$ cat src/rtl/bp_core_coh_mux.sv
// Concentrates N LCE coherence links onto one LCE-CCE link set.
// Optional grant counters: define BP_COH_MUX_STATS_EN.
module bp_core_coh_mux #(
  parameter int num_lce_p      = 2,
  parameter int lce_id_width_p = 4,
  parameter int req_width_p    = 64,
  parameter int resp_width_p   = 64,
  parameter int cmd_width_p    = 64,
  parameter int cmd_dst_lsb_p  = 0,
  parameter int credits_p      = 8
) (
  input  logic                                  clk_i,
  input  logic                                  reset_i,
  input  logic [num_lce_p*lce_id_width_p-1:0]   lce_id_i,
  input  logic [num_lce_p*req_width_p-1:0]      lce_req_i,
  input  logic [num_lce_p-1:0]                  lce_req_v_i,
  output logic [num_lce_p-1:0]                  lce_req_ready_o,
  output logic [req_width_p-1:0]                lce_req_o,
  output logic                                  lce_req_v_o,
  input  logic                                  lce_req_ready_i,
  input  logic [num_lce_p*resp_width_p-1:0]     lce_resp_i,
  input  logic [num_lce_p-1:0]                  lce_resp_v_i,
  output logic [num_lce_p-1:0]                  lce_resp_ready_o,
  output logic [resp_width_p-1:0]               lce_resp_o,
  output logic                                  lce_resp_v_o,
  input  logic                                  lce_resp_ready_i,
  input  logic [cmd_width_p-1:0]                lce_cmd_i,
  input  logic                                  lce_cmd_v_i,
  output logic                                  lce_cmd_yumi_o,
  output logic [num_lce_p*cmd_width_p-1:0]      lce_cmd_o,
  output logic [num_lce_p-1:0]                  lce_cmd_v_o,
  input  logic [num_lce_p-1:0]                  lce_cmd_yumi_i,
  input  logic [num_lce_p-1:0]                  credit_return_i,
  output logic [num_lce_p-1:0]                  credits_full_o,
  output logic [num_lce_p-1:0]                  credits_empty_o,
  output logic                                  error_o,
  output logic [num_lce_p*32-1:0]               stat_grants_o
);

  localparam int N   = num_lce_p;
  localparam int IW  = lce_id_width_p;
  localparam int RQW = req_width_p;
  localparam int RSW = resp_width_p;
  localparam int CMW = cmd_width_p;
  localparam int PW  = (N > 1) ? $clog2(N) : 1;
  localparam int CRW = $clog2(credits_p + 1);
  localparam logic [CRW-1:0] CMAX = CRW'(credits_p);

  // First requester at or after the pointer, wrapping around.
  function automatic logic [N-1:0] rr_pick(
    input logic [N-1:0]  v,
    input logic [PW-1:0] p
  );
    logic [N-1:0] g;
    logic         found;
    g     = '0;
    found = 1'b0;
    for (int i = 0; i < N; i++) begin
      for (int k = 0; k < N; k++) begin
        if (!found && v[k] && ((int'(p) + i) % N == k)) begin
          g[k]  = 1'b1;
          found = 1'b1;
        end
      end
    end
    return g;
  endfunction

  function automatic logic [PW-1:0] next_ptr(
    input logic [N-1:0]  g,
    input logic [PW-1:0] p
  );
    logic [PW-1:0] n;
    n = p;
    for (int k = 0; k < N; k++) begin
      if (g[k]) n = PW'((k + 1) % N);
    end
    return n;
  endfunction

  logic [CRW-1:0] cred_q [N];
  logic [CRW-1:0] cred_d [N];
  logic           uflow;

  logic           req_full_q, req_full_d;
  logic [RQW-1:0] req_data_q, req_data_d;
  logic [PW-1:0]  req_ptr_q, req_ptr_d;
  logic [N-1:0]   req_elig;
  logic           req_load;

  logic           resp_full_q, resp_full_d;
  logic [RSW-1:0] resp_data_q, resp_data_d;
  logic [PW-1:0]  resp_ptr_q, resp_ptr_d;
  logic           resp_load;

  logic [N-1:0]     cmd_full_q, cmd_full_d;
  logic [N*CMW-1:0] cmd_data_q, cmd_data_d;
  logic [IW-1:0]    cmd_dst;
  logic [N-1:0]     cmd_tgt;
  logic             cmd_hit;
  logic             cmd_miss;

  logic error_q, error_d;

  always_comb begin
    for (int k = 0; k < N; k++) begin
      credits_full_o[k]  = (cred_q[k] == CMAX);
      credits_empty_o[k] = (cred_q[k] == '0);
    end
  end

  always_comb begin
    for (int k = 0; k < N; k++) begin
      req_elig[k] = lce_req_v_i[k] & (cred_q[k] < CMAX);
    end
    req_load        = ~reset_i & (~req_full_q | lce_req_ready_i);
    lce_req_ready_o = rr_pick(req_elig, req_ptr_q)
                    & {N{req_load}} & ~credits_full_o;
    req_full_d      = req_full_q & ~lce_req_ready_i;
    req_data_d      = req_data_q;
    req_ptr_d       = req_ptr_q;
    if (|lce_req_ready_o) begin
      req_full_d = 1'b1;
      req_ptr_d  = next_ptr(lce_req_ready_o, req_ptr_q);
      for (int k = 0; k < N; k++) begin
        if (lce_req_ready_o[k]) req_data_d = lce_req_i[k*RQW +: RQW];
      end
    end
  end

  always_comb begin
    resp_load        = ~reset_i & (~resp_full_q | lce_resp_ready_i);
    lce_resp_ready_o = rr_pick(lce_resp_v_i, resp_ptr_q)
                     & {N{resp_load}};
    resp_full_d      = resp_full_q & ~lce_resp_ready_i;
    resp_data_d      = resp_data_q;
    resp_ptr_d       = resp_ptr_q;
    if (|lce_resp_ready_o) begin
      resp_full_d = 1'b1;
      resp_ptr_d  = next_ptr(lce_resp_ready_o, resp_ptr_q);
      for (int k = 0; k < N; k++) begin
        if (lce_resp_ready_o[k]) resp_data_d = lce_resp_i[k*RSW +: RSW];
      end
    end
  end

  // Simultaneous accept and return cancel out.
  always_comb begin
    uflow = 1'b0;
    for (int k = 0; k < N; k++) begin
      cred_d[k] = cred_q[k];
      if (lce_req_ready_o[k] && !credit_return_i[k]) begin
        cred_d[k] = cred_q[k] + 1'b1;
      end else if (!lce_req_ready_o[k] && credit_return_i[k]) begin
        if (cred_q[k] == '0) uflow = 1'b1;
        else cred_d[k] = cred_q[k] - 1'b1;
      end
    end
  end

  always_comb begin
    cmd_dst = lce_cmd_i[cmd_dst_lsb_p +: IW];
    cmd_tgt = '0;
    cmd_hit = 1'b0;
    for (int k = 0; k < N; k++) begin
      if (!cmd_hit && lce_id_i[k*IW +: IW] == cmd_dst) begin
        cmd_tgt[k] = 1'b1;
        cmd_hit    = 1'b1;
      end
    end
    lce_cmd_yumi_o = ~reset_i & lce_cmd_v_i
                   & (~cmd_hit | |(cmd_tgt & (~cmd_full_q | lce_cmd_yumi_i)));
    cmd_miss = lce_cmd_yumi_o & ~cmd_hit;
    cmd_data_d = cmd_data_q;
    for (int k = 0; k < N; k++) begin
      cmd_full_d[k] = cmd_full_q[k] & ~lce_cmd_yumi_i[k];
      if (cmd_tgt[k] && lce_cmd_yumi_o) begin
        cmd_full_d[k]              = 1'b1;
        cmd_data_d[k*CMW +: CMW]   = lce_cmd_i;
      end
    end
    error_d = error_q | uflow | cmd_miss;
  end

  always_ff @(posedge clk_i) begin
    if (reset_i) begin
      req_full_q  <= 1'b0;
      req_data_q  <= '0;
      req_ptr_q   <= '0;
      resp_full_q <= 1'b0;
      resp_data_q <= '0;
      resp_ptr_q  <= '0;
      cmd_full_q  <= '0;
      cmd_data_q  <= '0;
      error_q     <= 1'b0;
      for (int k = 0; k < N; k++) cred_q[k] <= '0;
    end else begin
      req_full_q  <= req_full_d;
      req_data_q  <= req_data_d;
      req_ptr_q   <= req_ptr_d;
      resp_full_q <= resp_full_d;
      resp_data_q <= resp_data_d;
      resp_ptr_q  <= resp_ptr_d;
      cmd_full_q  <= cmd_full_d;
      cmd_data_q  <= cmd_data_d;
      error_q     <= error_d;
      for (int k = 0; k < N; k++) cred_q[k] <= cred_d[k];
    end
  end

  assign lce_req_o    = req_data_q;
  assign lce_req_v_o  = req_full_q;
  assign lce_resp_o   = resp_data_q;
  assign lce_resp_v_o = resp_full_q;
  assign lce_cmd_o    = cmd_data_q;
  assign lce_cmd_v_o  = cmd_full_q;
  assign error_o      = error_q;

`ifdef BP_COH_MUX_STATS_EN
  logic [31:0] stat_q [N];
  logic [31:0] stat_d [N];

  always_comb begin
    for (int k = 0; k < N; k++) begin
      stat_d[k] = stat_q[k];
      if (lce_req_ready_o[k] && stat_q[k] != 32'hFFFF_FFFF) begin
        stat_d[k] = stat_q[k] + 32'd1;
      end
      stat_grants_o[k*32 +: 32] = stat_q[k];
    end
  end

  always_ff @(posedge clk_i) begin
    if (reset_i) begin
      for (int k = 0; k < N; k++) stat_q[k] <= '0;
    end else begin
      for (int k = 0; k < N; k++) stat_q[k] <= stat_d[k];
    end
  end
`else
  assign stat_grants_o = '0;
`endif

endmodule
$ cat config.mk
export PLATFORM = sky130hd
export DESIGN_NAME = bp_core_coh_mux
export DESIGN_NICKNAME = d
export VERILOG_FILES = /design/src/rtl/bp_core_coh_mux.sv
export SDC_FILE = /design/constraint.sdc
export NUM_CORES = 1
export LEC_CHECK = 0
export BUFFER_PORTS_ARGS = -buffer_cell sky130_fd_sc_hd__buf_4
export CAP_MARGIN = 20
export CORE_AREA = 2 2 263 265
export DETAILED_ROUTE_END_ITERATION = 8
export DIE_AREA = 0 0 265 267
export PLACE_DENSITY_LB_ADDON = 0.1
export REMOVE_ABC_BUFFERS = 1
export SLEW_MARGIN = 20
export SYNTH_ARGS = -nofsm -noshare
export SYNTH_HDL_FRONTEND = slang
export SYNTH_SLANG_ARGS = --single-unit
$ cat constraint.sdc
create_clock -name clk_i -period 9.3 [get_ports clk_i]
set_input_delay 0.465 -clock clk_i [delete_from_list [all_inputs] [get_ports clk_i]]
set_output_delay 0.465 -clock clk_i [all_outputs]
set_load 0.02 [all_outputs]
==> flow_summary.yaml <==
timing:
  finalSetupViolations: 0
  max_freq_mhz: 323.8
  rsz0062_at_grt: "no"
  period_needed_ns: 3.088
  fin_ws_ns: 6.212
  skew_ns: 0.009747
  fin_tns_setup_ns: 0
  tightest_slew_ns: 1.053
  final_hold_viol_count: 0
  hold_ws_ns: 0.1366
  fin_crit_sh_pct: 33.21
  slew_headroom_pct: 29.83
  slew_violations: 0
critical_path:
  criticalPathCategory: "in -> out"
  reg2reg_depth: 10
  r2r-end: "cred_q[0][7]"
  crit_arrival_ns: 2.62
  r2r_start: "cred_q[0][7]"
  cp.required_ns: 8.84
  cp-start-kind: "primary input"
  cp-end-kind: "output port"
  r2r_slack_ns: 6.36
  path_max_fanout: 79
final_layout:
  drive_gt1_share_pct: 37.81
  final_util_pct: 26.71
  syn2layout_area_growth_pct: 53.17
  num-fill-cells: 7443
  final_common_cell: "buf_4"
  nets: 2164
  final_cell_mix: "buf_4 (624), dfxtp_1 (271), a21oi_1 (138)"
yosys:
  synth_mux_area_share_pct: 17.26
  synth_simple_gate_area_share_pct: 10.47
  yosys_warnings: 0
  syn_area_um2: 11860
  synth_compound_area_share_pct: 16.02
  syn_inst: 1256
  synth.distinct_cells: 35
  synth-xor-area-share_pct: 0.8865
  synthAdderAreaFrac_pct: 1.182
  synth-seq-cells: 271
  synth_top_family_by_area: "multiplexers"
  yosysSeqAreaShare_pct: 45.76
  postSynthAreaPerCell_um2: 9.439
global_routing:
  grt_first_pass_wirelength_um: 74350
  grt_pass1_vias: 11230
  grt_start_max_net_pins: 95
  antenna_found_initial: 5
  grt-ovfl-total: 0
  grt.total_usage_pct: 13.94
routing:
  vias: 11090
  drc: 0
  wl_per_cell_um: 18.94
  antenna_left: 0
  drt-total-wl_um: 51640
  firstDrtPassIters: 5
  drtIter0Drc: 383
  vias_per_cell: 4.066
min_path:
  min_to: "lce_cmd_o[79]"
  hold_depth: 2
  hp-start: "lce_cmd_i[15]"
  min_path_type: "in -> reg"
clocking:
  clk_path_buf_depth: 3
  cts_sinks: 271
  cts_tree: "done"
  ctsResizeCount: 0
  root_buffer: "clkbuf_16"
  clk_latency_ns: 0.55
  path_clk_slew_ns: 0.05
  hold_buffers: 0
  post_cts_buffers: 0
  numCtsBuffers: 38
  ctsHtreeMaxLevel: 2
power:
  p_leak_nw: 7.861
  powerDensity_nw_per_um2: 193.9
  peakVddDrop_mv: 0.1035
  fin_total_pwr_mw: 3.521
floorplan:
  dieWidth_um: 265
  start_util_pct: 17.44
  rows: 96
  core_area_um2: 67990
  ios: 675
  die_area_um2: 70760
  fp.dieH_um: 267
placement:
  port_buffers: 610
  dp_hpwl_um: 37330
  pre_cts_slack_ns: 6.001
  gp_congestion: 0.7829
status:
  status: "completed"
job:
  max-cap-violations: 0
area by class of cell:
type | instances | area [µm²] | share of cell area, %
clock buffers | 62 | 1111 | 6.119
diodes | 4 | 10.01 | 0.05512
inverters | 10 | 37.54 | 0.2067
well taps | 882 | 1104 | 6.077
flip-flops and latches | 271 | 5425 | 29.88
clock inverters | 6 | 53.80 | 0.2963
repair buffers | 625 | 4696 | 25.86
multi-input cells | 867 | 5722 | 31.51
per-stage QoR:
| stage | std cells | area [µm²] |
|---|---|---|
| CTS | 2723 | 18150 |
| global placement | 2655 | 16980 |
| detailed placement | 2655 | 16980 |
| floorplan | 1148 | 11130 |
| global route | 2726 | 18160 |
| finish | 2727 | 18160 |
power breakdown:
| part | internal (mW) | switching, mW | leakage (nW) |
|---|---|---|---|
| combinational | 0.361 | 0.451 | 5.09 |
| sequential | 1.26 | 0.0625 | 2.21 |
| clock | 0.817 | 0.575 | 0.559 |
critical path: stages:
cell    delay [ns]
buf_6         0.21
inv_2         0.25
and4_4        0.41
buf_4         0.79
buf_4         0.28
per-layer routing:
| metal | vias up | part of all wire (%) | global-route usage [%] |
|---|---|---|---|
| met2 | 414 | 50 | 24.48 |
| met5 | - | 0.025 | 0 |
| li1 | 5429 | - | - |
| met1 | 5176 | 38 | 15.45 |
| met3 | 66 | 8.9 | 5.360 |
| met4 | 2 | 2.5 | 4.474 |
cell families (layout without fill, tap and decap cells):
family	Yosys count	count (layout)
other	1	68
buffers and inverters	181	703
adder cells (fa/ha/maj)	10	10
XOR/XNOR	12	12
AO/OA/AOI/OAI	341	341
multiplexers	196	196
AND/OR/NAND/NOR	244	244
flip-flops	271	271
flip-flops by register name, summed over array words and instances, names as in the netlist:
register	cells
lce_resp_o	64
error_o	1
lce_req_o	64
lce_resp_v_o	1
lce_req_v_o	1
req_ptr_q	1
lce_cmd_v_o	2
lce_cmd_o	128
cred_q	8
resp_ptr_q	1
Yosys cell counts:
cell type / instances / area (µm²)
nor4_1: 2 / 12.51
mux2_2: 9 / 101.4
ha_1: 8 / 100.1
a21o_1: 2 / 15.01
or2_2: 1 / 6.260
a2111oi_2: 1 / 15.01
buf_4: 68 / 510.5
o2111ai_1: 1 / 8.760
nand2b_1: 5 / 31.28
a31o_2: 1 / 8.760
mux2i_1: 129 / 1291
nand4_1: 2 / 12.51
nor3_4: 1 / 16.27
buf_2: 12 / 60.06
dfxtp_1: 271 / 5425
nor4b_1: 2 / 17.52
a31oi_1: 2 / 12.51
and4_1: 3 / 26.28
o21ai_0: 129 / 645.6
nand2_1: 10 / 37.54
nor2_1: 77 / 289.0
a21oi_1: 138 / 690.7
nor3_1: 4 / 20.02
buf_6: 6 / 67.56
nand3_1: 68 / 340.3
xnor2_1: 12 / 105.1
mux2_1: 58 / 653.1
nor2b_1: 68 / 425.4
a211oi_1: 67 / 503.0
clkbuf_1: 77 / 289.0
buf_1: 8 / 30.03
and2_1: 1 / 6.260
conb_1: 1 / 3.750
fa_1: 2 / 40.04
inv_1: 10 / 37.54
worst max-delay path by stage:
stage	from	end	slack, ns	depth (start not counted)
finish	reset_i	lce_resp_ready_o[0]	6.21	5
global route	lce_resp_v_o	lce_resp_ready_o[0]	6.08	4
CTS	lce_resp_v_o	lce_resp_ready_o[0]	6.16	4
detailed placement	reset_i	lce_resp_o[63]	6.00	7
global placement	reset_i	cred_q[0][7]	6.11	10
floorplan	lce_req_v_i[0]	cred_q[0][7]	0.41	9
Note: power is estimated with default switching activity, not from simulation.
